`src/rtl/mux_arb_nto1.sv`:
```
// N-way, W-bit selecting mux with a registered output and valid/ready handshakes.
// Direct mode picks the source by index; round-robin mode arbitrates fairly among valid sources.
module mux_arb_nto1 #(
   parameter  int unsigned WIDTH  = 32,
   parameter  int unsigned NUM_IN = 8,
   localparam int unsigned SEL_W  = $clog2(NUM_IN)
) (
   input  logic                      clk,
   input  logic                      reset_n,
   input  logic                      mode,
   input  logic [SEL_W-1:0]          sel,
   input  logic [NUM_IN-1:0]         in_valid,
   input  logic [NUM_IN*WIDTH-1:0]   in_data,
   output logic [NUM_IN-1:0]         in_ready,
   output logic                      out_valid,
   output logic [WIDTH-1:0]          out_data,
   output logic [SEL_W-1:0]          out_src,
   input  logic                      out_ready
);

   logic               out_valid_q, out_valid_d;
   logic [WIDTH-1:0]   out_data_q,  out_data_d;
   logic [SEL_W-1:0]   out_src_q,   out_src_d;
   logic [SEL_W-1:0]   rr_ptr_q,    rr_ptr_d;

   logic               load_en_c;
   logic               xfer_c;
   logic               rr_found_c;
   logic [SEL_W-1:0]   rr_idx_c;
   logic               grant_valid_c;
   logic [SEL_W-1:0]   grant_idx_c;
   logic [WIDTH-1:0]   grant_data_c;

   assign load_en_c = !out_valid_q | out_ready;
   assign xfer_c    = load_en_c & grant_valid_c;

   // Round-robin search starting one past the last granted channel
   always_comb begin
      int unsigned idx;
      idx        = 0;
      rr_found_c = 1'b0;
      rr_idx_c   = '0;
      for (int unsigned k = 1; k <= NUM_IN; k++) begin
         idx = (32'(rr_ptr_q) + k) % NUM_IN;
         if (!rr_found_c && in_valid[SEL_W'(idx)]) begin
            rr_found_c = 1'b1;
            rr_idx_c   = SEL_W'(idx);
         end
      end
   end

   // Grant selection for the active mode
   always_comb begin
      grant_valid_c = 1'b0;
      grant_idx_c   = '0;
      if (mode) begin
         grant_valid_c = rr_found_c;
         grant_idx_c   = rr_idx_c;
      end else if (32'(sel) < NUM_IN) begin
         grant_valid_c = in_valid[sel];
         grant_idx_c   = sel;
      end
   end

   always_comb begin
      grant_data_c = '0;
      for (int unsigned i = 0; i < NUM_IN; i++) begin
         if (grant_idx_c == SEL_W'(i)) begin
            grant_data_c = in_data[i*WIDTH +: WIDTH];
         end
      end
   end

   // Ready is one-hot on the granted channel and gated off during reset
   always_comb begin
      in_ready = '0;
      if (reset_n && xfer_c) begin
         in_ready[grant_idx_c] = 1'b1;
      end
   end

   always_comb begin
      out_valid_d = out_valid_q;
      out_data_d  = out_data_q;
      out_src_d   = out_src_q;
      rr_ptr_d    = rr_ptr_q;
      if (load_en_c) begin
         out_valid_d = grant_valid_c;
         if (grant_valid_c) begin
            out_data_d = grant_data_c;
            out_src_d  = grant_idx_c;
            if (mode) begin
               rr_ptr_d = grant_idx_c;
            end
         end
      end
   end

   always_ff @(posedge clk or negedge reset_n) begin
      if (!reset_n) begin
         out_valid_q <= 1'b0;
         out_data_q  <= '0;
         out_src_q   <= '0;
         rr_ptr_q    <= SEL_W'(NUM_IN - 1);
      end else begin
         out_valid_q <= out_valid_d;
         out_data_q  <= out_data_d;
         out_src_q   <= out_src_d;
         rr_ptr_q    <= rr_ptr_d;
      end
   end

   assign out_valid = out_valid_q;
   assign out_data  = out_data_q;
   assign out_src   = out_src_q;

endmodule

```
`config.mk`:
```
export PLATFORM = sky130hd
export DESIGN_NAME = mux_arb_nto1
export DESIGN_NICKNAME = d
export VERILOG_FILES = /design/src/rtl/mux_arb_nto1.sv
export SDC_FILE = /design/constraint.sdc
export NUM_CORES = 1
export LEC_CHECK = 0
export BUFFER_PORTS_ARGS = -buffer_cell sky130_fd_sc_hd__buf_2
export CAP_MARGIN = 20
export CORE_MARGIN = 4
export CORE_UTILIZATION = 25
export CTS_BUF_LIST = sky130_fd_sc_hd__clkbuf_8
export CTS_CLUSTER_SIZE = 12
export DETAILED_ROUTE_END_ITERATION = 7
export GPL_TIMING_DRIVEN = 0
export SYNTH_ARGS = -nofsm -noshare
export SYNTH_HDL_FRONTEND = slang
export SYNTH_SLANG_ARGS = --single-unit
```
`constraint.sdc`:
```
create_clock -name clk -period 5.8 [get_ports clk]
set_input_delay 1.16 -clock clk [delete_from_list [all_inputs] [get_ports clk]]
set_output_delay 1.16 -clock clk [all_outputs]
set_load 0.02 [all_outputs]
```
==> summary.txt, run 1 <==
Placed design
  – Placed Cells: 1,261
  – Routability cong.: 0.9360
  – Hpwl dp: 22,010 um
  – Dpl cell area: 0.007375 mm^2
  – Port-buffer cells: 312

Clock network
  – TritonCTS buffer count: 5
  – Sink Count: 39
  – H-tree levels: 2
  – Clk pin slew, worst setup/hold paths: 0.09 ns
  – CTS root buf: clkbuf_8
  – Worst-skew pair later-pin latency: 0.32 ns
  – Setup bufs post-CTS: 0
  – TritonCTS clock tree: done
  – Max clock buf depth: 2

Timing
  – Hold Vio Cnt, Final: 0
  – Setup TNS: 0 ns
  – Fmax: 0.1836 GHz
  – Fin crit share: 0.9392
  – Final Slew Violations: 0
  – Final setup viols: 0
  – Unrepaired setup endpoints after global routing: true
  – Max-slew headroom: 0.4421
  – Measured slew at the worst slew-check pin: 0.8369 ns
  – Worst Hold Margin: 0.4934 ns
  – Minimum clock period: 5.447 ns
  – Clock Skew: 0.009536 ns

Detailed routing
  – Routed length per instance: 21.69 um
  – Violation count after the first detailed-route iteration: 375
  – DRC viols: 0
  – Final wirelength: 27,550 um
  – Via density: 5.254
  – DRT antenna net count: 0
  – Drt pass-1 iters: 5
  – Vias post-DR: 6,672

Cells and area
  – Sequential Area: 979.7 um^2
  – Area Growth Syn to Fin: 37.75%
  – Area of the multi-input gates: 0.004049 mm^2
  – Cell area after layout: 0.007533 mm^2
  – Final #Nets: 1,267
  – Layout cells sized above 1: 0.4643
  – FILL cells: 2,317
  – Fin cells: 1,270
  – Antenna Diode Count: 0

Worst setup path
  – Slowest stage cell on the critical path: mux4_2
  – CP peak stage delay: 0.61 ns
  – CP endpoint kind: output pin
  – WP data required: 4.64 ns
  – Worst EP arrival: 4.29 ns
  – CP Cell Sequence: buf_2, inv_1, ha_1, clkinv_1, mux4_2, nor2_1, nand3_1, nand4_1, and2_1, buf_2, buf_6, buf_2, nor2_1, and3_1, buf_2
  – Crit path buf inv count: 7
  – Worst R2R Setup Slack: 1.40 ns
  – Crit path top cell by count: buf_2
  – Critical path launch point type: register
  – Setup CP Type: register to output pin
  – Cell family with most CP delay: buffers and inverters
  – Crit-path max FO: 10

Power and ir drop
  – Power, Total: 4.546 mW
  – Pwr Density: 603.4 mW/mm^2
  – Worst vdd ir: 0.1846 mV
  – Leakage Power: 3.660 nW

Yosys
  – Post-synthesis register bit count: 39
  – Seq/Total Area, Yosys: 0.1791
  – Synth cell types: 60
  – Post-synthesis xor/xnor area fraction: 0.009380
  – Yosys Warn Count: 0
  – Main combinational cell family by area after synthesis: compound AO/OA/AOI/OAI gates
  – Fraction of the mapped netlist area in simple logic gates: 0.2681
  – Synth Area in Compound Gates: 0.3484
  – Ys async rst share: 1.000
  – Synthesized instance count: 674
  – Adder-Cell Fraction of Synth Area: 0.004576
  – Post-synth EDFFs: 0
  – Main synth FF type: dfrtp_1
  – Cell area after synthesis: 0.005469 mm^2
  – Syn avg cell area: 8.114 um^2
  – Mux cell area share after synthesis: 0.1066
  – Syn Nets: 947

GRT
  – Largest net degree at the start of global routing: 41
  – Global route overflow: 0
  – Global Route Usage Sum: 0.2109
  – Global-route wire length before repair: 39,420 um
  – Number of global-route vias before repair: 6,643
  – Antenna violations before repair: 1

Job
  – Max-cap violation count: 0

Floorplan
  – Die height: 155.9 um
  – Core Rows: 53
  – Placeable Area: 0.02129 mm^2
  – Die ar.: 0.02431 mm^2
  – Initial Util: 0.2569
  – Number of I/O pins: 315
  – Die width: 155.9 um

Min path
  – Hold crit path type: register to register

Status
  – Status: finished, final reports clean
-- power breakdown --
part / internal (mW) / switching, mW
Sequential: 0.417 / 0.0745
Combinational: 1.45 / 2.34
Clock: 0.140 / 0.122
-- state kept, by name (all words and copies together), names as in the netlist --
signal and count:
rr_ptr_q 3, out_src 3, out_valid 1, out_data 32
-- worst paths after layout --
kind	start	to	depth (start not counted)
max in group asynchronous	reset_n	rr_ptr_q[2]$_DFFE_PN1P_	2
hold / removal	out_src[1]$_DFFE_PN0P_	out_src[1]$_DFFE_PN0P_	1
min in group asynchronous	reset_n	out_data[3]$_DFFE_PN0P_	1
setup / recovery	rr_ptr_q[1]$_DFFE_PN1P_	in_ready[0]	15
hold reg to reg	out_src[1]$_DFFE_PN0P_	out_src[1]$_DFFE_PN0P_	1
setup reg to reg	rr_ptr_q[1]$_DFFE_PN1P_	out_data[12]$_DFFE_PN0P_	14
-- area by class of cell --
| cell class | count | area share |
|---|---|---|
| plain buffers | 71 | 0.05830 |
| clock buffers | 6 | 0.01096 |
| clock inverters | 2 | 0.004650 |
| inverters | 6 | 0.002990 |
| multi-input cells | 558 | 0.5375 |
| flip-flops and latches | 39 | 0.1300 |
| well taps | 275 | 0.04567 |
| repair buffers | 313 | 0.2099 |
-- stage by stage --
step                      utilization  setup slack (ns)
after global routing           0.3539         0.0007563
after floorplan                     -            0.7611
after CTS                      0.3520           0.01631
final                          0.3539            0.3527
after detailed placement       0.3464            0.3798
after global placement         0.3464            0.3666
-- logic make-up after synthesis --
| logic type | Yosys count |
|---|---|
| buffers and inverters | 77 |
| and+or+nand+nor | 318 |
| DFF | 39 |
| adders and majority gates | 2 |
| muxes | 38 |
| xor gates and xnor gates | 5 |
| AOI/OAI and AO/OA | 195 |
-- cells in the mapped netlist, types with 2 or more instances --
library cell / count / share of area
o21ai_0: 3 / 0.0027
nand4_1: 4 / 0.0046
ha_1: 2 / 0.0046
o211a_1: 32 / 0.059
nor3_2: 2 / 0.0037
and2_1: 3 / 0.0034
nand2_1: 78 / 0.054
nor4_1: 5 / 0.0057
a41oi_1: 3 / 0.0048
a21oi_1: 4 / 0.0037
mux2_2: 7 / 0.014
xor2_1: 2 / 0.0032
inv_1: 5 / 0.0034
o211ai_1: 2 / 0.0027
o22ai_1: 3 / 0.0034
a31oi_1: 6 / 0.0069
xnor2_1: 2 / 0.0032
buf_6: 9 / 0.019
buf_1: 3 / 0.0021
a211oi_2: 20 / 0.046
a41oi_2: 30 / 0.089
nor2b_1: 2 / 0.0023
nor2_1: 140 / 0.096
buf_8: 3 / 0.0082
a211oi_1: 46 / 0.063
nand3_1: 6 / 0.0055
clkbuf_1: 16 / 0.011
dfrtp_1: 36 / 0.16
buf_2: 33 / 0.030
o21bai_1: 32 / 0.044
and3_1: 70 / 0.080
buf_4: 7 / 0.0096
mux4_2: 15 / 0.062
mux2i_1: 14 / 0.026
a22oi_1: 2 / 0.0027
dfstp_2: 3 / 0.014
-- layout by cell type, fill, tap and decap left out, drive strengths merged, types with 3 or more instances in the layout --
cell type  count
buf          368
nor2         142
nand2         79
and3          70
a211oi        66
dfrtp         36
a41oi         33
o21bai        32
o211a         32
clkbuf        22
mux4          15
mux2i         14
mux2           9
nand3          6
a31oi          6
inv            5
nor4           5
a21oi          4
nand4          4
o21ai          4
and2           3
o22ai          3
dfstp          3
xor2           3
-- timing repair --
item	in CTS	in global routing
resized for setup	0	6
endpoints found under the setup margin	0	8
hold buffers	0	0
-- routing by layer --
layer  GRT usage  vias to the layer above  wire length (um)
met5           0                        -                11
met4     0.05586                        2               623
met3     0.03856                       37              1795
met2      0.3580                      283             13300
met1      0.2759                     3182             11820
li1            -                     3168                 -
Note: power is estimated with default switching activity, not from simulation.
==> run 2: changes to the inputs <==
Settings changed: ABC_AREA from default to 1, CORE_AREA from default to 4 4 120 122, CORE_MARGIN 4 to default, CORE_UTILIZATION 25 to default, DIE_AREA from default to 0 0 124 126, PLACE_DENSITY from default to 0.77.
==> run 2 against run 1 <==
Fmax grew 3.1%; die area is 36% lower; worst setup slack gained 0.16 ns; power is 0.51% lower; via count is 1.8% higher; synthesized area shrank 12%; non-clock buffer count fell by 19; first-iteration DRC count up 38%; clock-buffer cell count decreased by 1; highest routed layer unchanged.
==> summary.txt, run 2 <==
Worst setup path
  – WP data required: 4.64 ns
  – Crit-path max FO: 10
  – Critical path launch point type: register
  – Worst EP arrival: 4.12 ns
  – Setup CP Type: register to output pin
  – CP endpoint kind: output pin

Floorplan
  – Core Rows: 42
  – Die height: 126 um
  – Die width: 124 um
  – Placeable Area: 0.01319 mm^2
  – Number of I/O pins: 315
  – Initial Util: 0.3639
  – Die ar.: 0.01562 mm^2

Placed design
  – Port-buffer cells: 314
  – Hpwl dp: 18,870 um
  – Placed Cells: 1,322
  – Routability cong.: 0.9647

Timing
  – Hold Vio Cnt, Final: 0
  – Clock Skew: 0.005958 ns
  – Fmax: 0.1892 GHz
  – Fin crit share: 0.9111
  – Final setup viols: 0
  – Measured slew at the worst slew-check pin: 0.9506 ns
  – Max-slew headroom: 0.3663
  – Final Slew Violations: 0
  – Setup TNS: 0 ns
  – Minimum clock period: 5.285 ns
  – Unrepaired setup endpoints after global routing: false

Yosys
  – Synthesized instance count: 832
  – Yosys Warn Count: 0
  – Synth cell types: 37
  – Seq/Total Area, Yosys: 0.2041
  – Post-synthesis register bit count: 39
  – Main synth FF type: dfrtp_1
  – Post-synth EDFFs: 0
  – Yosys top cell by area: dfrtp_1
  – Synth area leaders: dfrtp_1 19%, nand2_1 18%, nand3_1 13%, nor2_1 11%, nand4_1 8.6%
  – Most common cell in the netlist: nand2_1
  – Syn Nets: 1,105
  – Synth cell count leaders: 234 x nand2_1, 144 x nor2_1, 127 x nand3_1
  – Cell area after synthesis: 0.004800 mm^2
  – Post-synth top area share: 0.1877
  – Syn avg cell area: 5.769 um^2
  – Ys async rst share: 1.000

Power and ir drop
  – Power, Total: 4.523 mW
  – Worst vdd ir: 0.2947 mV
  – Leakage Power: 3.741 nW
  – Pwr Density: 677.1 mW/mm^2

Detailed routing
  – Final wirelength: 23,090 um
  – Drt pass-1 iters: 5
  – Via density: 5.104
  – Routed length per instance: 17.35 um
  – DRT antenna net count: 0
  – Violation count after the first detailed-route iteration: 517
  – Vias post-DR: 6,794
  – DRC viols: 0

Cells and area
  – Most frequent cells in the layout: 341 x buf_2, 234 x nand2_1, 144 x nor2_1, 127 x nand3_1, 66 x nand4_1
  – Area Growth Syn to Fin: 39.16%
  – Post-layout util: 0.5064
  – Final #Nets: 1,426
  – Max FFs per register: 32
  – Layout cells sized above 1: 0.3692
  – Most common cell after layout, fill and taps aside: buf_2
  – Fin cells: 1,331

Job
  – Max-cap violation count: 0

GRT
  – Antenna violations before repair: 6
  – Global Route Usage Sum: 0.2841
  – Largest net degree at the start of global routing: 41
  – Global route overflow: 0
  – Global-route wire length before repair: 34,260 um
  – Number of global-route vias before repair: 6,474

Clock network
  – TritonCTS clock tree: done
  – H-tree levels: 2
  – Sink Count: 39
  – TritonCTS buffer count: 5
  – Setup bufs post-CTS: 0
  – Hold buffer count at cts: 0
  – Clk pin slew, worst setup/hold paths: 0.08 ns
  – CTS root buf: clkbuf_8
  – Max clock buf depth: 2
  – Post-CTS sizing: 0
  – Worst-skew pair later-pin latency: 0.30 ns

Status
  – Status: finished, final reports clean

Min path
  – Hold crit path type: register to register
[run 2: cell types whose count changed after synthesis, moves of 15 or more]
| cell | before | now |
|---|---|---|
| a211oi_1 | 46 | 0 |
| o21ai_0 | 3 | 30 |
| nand4_1 | 4 | 66 |
| a41oi_2 | 30 | 0 |
| nand2_1 | 78 | 234 |
| o211a_1 | 32 | 0 |
| inv_1 | 5 | 57 |
| mux4_2 | 15 | 0 |
| a211oi_2 | 20 | 0 |
| o21bai_1 | 32 | 1 |
| and3_1 | 70 | 0 |
| nand3_1 | 6 | 127 |
[run 2: metrics by stage]
step	area (um^2)	setup slack (ns)	hold WS [ns]
floorplan	4800	1.363	0.5909
global placement	6591	0.8384	0.4587
detailed placement	6591	0.8470	0.4592
CTS	6676	0.5129	0.4826
global route	6679	0.2376	0.5046
finish	6679	0.5154	0.4826
[run 2: area by class of cell]
| type | instances | area (um^2) |
|---|---|---|
| Antenna cell | 1 | 2.502 |
| Buffer | 51 | 307.8 |
| Clock buffer | 5 | 68.82 |
| Clock inverter | 3 | 16.27 |
| Fill cell | 1441 | 6511 |
| Inverter | 68 | 256.5 |
| Multi-Input combinational cell | 674 | 3256 |
| Sequential cell | 39 | 979.7 |
| Tap cell | 176 | 220.2 |
| Timing Repair Buffer | 314 | 1572 |
[run 2: path summary, 6_finish.rpt]
check                      slack, ns                  endpoint  cells after the start               startpoint
max                             0.52               in_ready[5]                     23  rr_ptr_q[1]$_DFFE_PN1P_
min                             0.48   out_data[8]$_DFFE_PN0P_                      2  out_data[8]$_DFFE_PN0P_
max reg2reg                     1.80   out_data[4]$_DFFE_PN0P_                     24  rr_ptr_q[1]$_DFFE_PN1P_
min reg2reg                     0.48   out_data[8]$_DFFE_PN0P_                      2  out_data[8]$_DFFE_PN0P_
max in group asynchronous       4.20  out_data[15]$_DFFE_PN0P_                      1                  reset_n
min in group asynchronous       1.00  out_data[13]$_DFFE_PN0P_                      1                  reset_n
[run 2: power by group]
part           switching [mW]  leakage, nW  internal [mW]
Clock                   0.110       0.0453         0.0827
Combinational            2.62         3.22           1.22
Sequential             0.0714        0.474          0.418
Total                    2.80         3.74           1.72
[run 2: cells by family after synthesis]
group | count (synthesis) | share of synthesized area
compound gates | 46 | 0.05605
flops | 39 | 0.2041
simple gates | 623 | 0.6084
xor+xnor | 3 | 0.008603
buf+inv | 119 | 0.1176
fa+ha+maj | 2 | 0.005213
[run 2: worst max-delay path, stage by stage, from the launching register on]
cell and delay (ns):
dfstp_2 0.55, buf_6 0.16, clkinv_2 0.15, ha_1 0.45, inv_1 0.18, nand3_1 0.17
nand3_2 0.11, nand2_4 0.11, inv_2 0.05, nand2_1 0.09, nand2_1 0.06, nand2_1 0.08
nand2_1 0.06, nor2_1 0.09, nand3_1 0.09, nor2_1 0.12, nand2_1 0.10, nand2_2 0.25
nand2_2 0.17, a21oi_4 0.26, buf_4 0.24, inv_1 0.06, nor2_1 0.07, buf_2 0.17
[run 2: metal layers]
| layer | vias up | wire (um) | GRT usage |
|---|---|---|---|
| met5 | - | 61 | 0 |
| met2 | 330 | 11530 | 0.5014 |
| met1 | 3031 | 9218 | 0.3564 |
| met4 | 10 | 624 | 0.07088 |
| met3 | 55 | 1655 | 0.04753 |
| li1 | 3368 | - | - |
==> run 3: changes to the inputs <==
Settings changed: RECOVER_POWER from default to 100.
==> run 3 against run 2 <==
Critical path depth unchanged; final cell count unchanged; die area unchanged; sequential share of layout area up 0.19 points; the flow now finishes with violations (capacitance limit, slew limit); hold slack better by 0.0039 ns; non-clock buffer count unchanged; clock skew about the same; fmax down 1.4%; highest routed layer unchanged.
==> summary.txt, run 3 (synthesis results as in run 2) <==
Min path
  – Hold crit path type: register to register
  – Hold Path Origin: out_data[8]$_DFFE_PN0P_

Floorplan
  – Die height: 126 um
  – Core Rows: 42
  – Initial Util: 0.3639
  – Placeable Area: 0.01319 mm^2
  – Die width: 124 um
  – Die ar.: 0.01562 mm^2
  – Number of I/O pins: 315

Cells and area
  – Area of the multi-input gates: 0.003226 mm^2
  – Most frequent cells in the layout: 298 x buf_2, 234 x nand2_1, 145 x nor2_1, 128 x nand3_1, 67 x nand4_1
  – Final #Nets: 1,426
  – Sequential Area: 979.7 um^2
  – Post-layout util: 0.5000
  – Max FFs per register: 32
  – Most common cell after layout, fill and taps aside: buf_2
  – Area Growth Syn to Fin: 37.41%
  – Layout cells sized above 1: 0.3267
  – FILL cells: 1,475
  – Fin cells: 1,331
  – Cell area after layout: 0.006595 mm^2

GRT
  – Antenna violations before repair: 6
  – Largest net degree at the start of global routing: 41
  – Number of global-route vias before repair: 6,474
  – Global route overflow: 0
  – Global Route Usage Sum: 0.2841
  – Global-route wire length before repair: 34,260 um

Worst setup path
  – CP endpoint kind: output pin
  – Worst EP arrival: 4.20 ns
  – Setup CP Type: register to output pin
  – WP data required: 4.64 ns
  – End of the critical path: in_ready[5]
  – Reg2Reg Depth: 21
  – CP peak stage delay: 0.55 ns
  – Reg-to-Reg End: out_data[6]$_DFFE_PN0P_
  – Crit-path max FO: 10
  – Slowest stage cell on the critical path: dfstp_1
  – RR Startpoint: rr_ptr_q[1]$_DFFE_PN1P_
  – Worst R2R Setup Slack: 1.43 ns
  – CP Cell Sequence: buf_6, clkinv_2, ha_1, inv_1, nand3_1, nand3_1, nand2_4, inv_1, nand2_1, nand2_1, nand2_1, nand2_1, nor2_1, nand3_1, nor2_1, nand2_1, nand2_2, nand2_2, a21oi_4, buf_4, inv_1, nor2_1, buf_2
  – Crit path top cell by count: nand2_1
  – Critical path origin: rr_ptr_q[1]$_DFFE_PN1P_
  – Critical path launch point type: register

Power and ir drop
  – Worst vdd ir: 0.2905 mV
  – Net Sw Frac: 0.6233
  – Pwr Density: 672.3 mW/mm^2
  – Sequential share of power: 0.111
  – Power, Total: 4.434 mW
  – Logic pwr share: 0.845
  – Pint: 1.670 mW
  – Leakage Power: 3.595 nW
  – Clk pwr share: 0.044
  – Sw power: 2.764 mW

Status
  – Failing checks: capacitance limit, slew limit
  – Status: complete, but fails checks

Detailed routing
  – Vias post-DR: 6,768
  – DRC viols: 0
  – Drt pass-1 iters: 5
  – DRT antenna net count: 0
  – Final wirelength: 23,010 um
  – Violation count after the first detailed-route iteration: 476
  – Via density: 5.085
  – Routed length per instance: 17.29 um

Timing
  – Worst Hold Margin: 0.4865 ns
  – Fin crit share: 0.9245
  – Fmax: 0.1865 GHz
  – Final Slew Violations: 41
  – Minimum clock period: 5.362 ns
  – Unrepaired setup endpoints after global routing: false
  – Setup TNS: 0 ns
  – Setup ws final: 0.4381 ns
  – Clock Skew: 0.005787 ns
  – Measured slew at the worst slew-check pin: 2.283 ns
  – Final setup viols: 0
  – Hold Vio Cnt, Final: 0
  – Max-slew headroom: -0.5222

Placed design
  – Port-buffer cells: 314
  – Dpl cell area: 0.006591 mm^2
  – Setup slack at placement: 0.8470 ns
  – Placed Cells: 1,322
  – Hpwl dp: 18,870 um
  – Routability cong.: 0.9647

Clock network
  – H-tree levels: 2
  – Hold buffer count at cts: 0
  – Max clock buf depth: 2
  – Setup bufs post-CTS: 0
  – Clk pin slew, worst setup/hold paths: 0.09 ns
  – TritonCTS buffer count: 5
  – CTS root buf: clkbuf_8
  – Sink Count: 39
  – Worst-skew pair later-pin latency: 0.30 ns
  – TritonCTS clock tree: done
  – Post-CTS sizing: 0

Job
  – Max-cap violation count: 1
## run 3: changes by cell type in the layout (fill, tap and decap cells not counted), sizes merged
cell	change
buf	-43
clkbuf	+43
## run 3: power groups by stage
stage	registers [mW]	logic [mW]	clock network (mW)
3_5_place_dp	0.487	3.82	0
4_1_cts	0.487	3.82	0.199
5_1_grt	0.503	4.14	0.207
2_1_floorplan	0.632	2.55	0
3_3_place_gp	0.488	3.78	0
6_report	0.492	3.75	0.193
## run 3: area by class of cell
cell class              instances  area share
clock inverters                 3    0.002466
plain buffers                  51     0.04591
diodes                          1   0.0003794
clock buffers                   5     0.01043
inverters                      68     0.03889
well taps                     176     0.03339
multi-input cells             674      0.4891
repair buffers                314      0.2309
flip-flops and latches         39      0.1485
## run 3: worst min-delay path by stage
stage / endpoint / cells after the start
3_3_place_gp: out_data[9]$_DFFE_PN0P_ / 2
3_5_place_dp: out_data[8]$_DFFE_PN0P_ / 2
5_1_grt: out_data[8]$_DFFE_PN0P_ / 2
4_1_cts: out_data[8]$_DFFE_PN0P_ / 2
2_1_floorplan: out_src[1]$_DFFE_PN0P_ / 2
6_report: out_data[8]$_DFFE_PN0P_ / 2
## run 3: routing by layer
layer  share of wire  GRT usage
met5          0.0027          0
met4           0.027    0.07088
met3           0.071    0.04753
met2            0.50     0.5014
met1            0.40     0.3564
## run 3: critical path: cells and delay by family, from the launching register on
family / cells / cell delay (ns)
AND/OR/NAND/NOR: 14 / 1.59
adder cells (fa/ha/maj): 1 / 0.45
buffers and inverters: 7 / 1.05
AO/OA/AOI/OAI: 1 / 0.26
flip-flops: 1 / 0.55
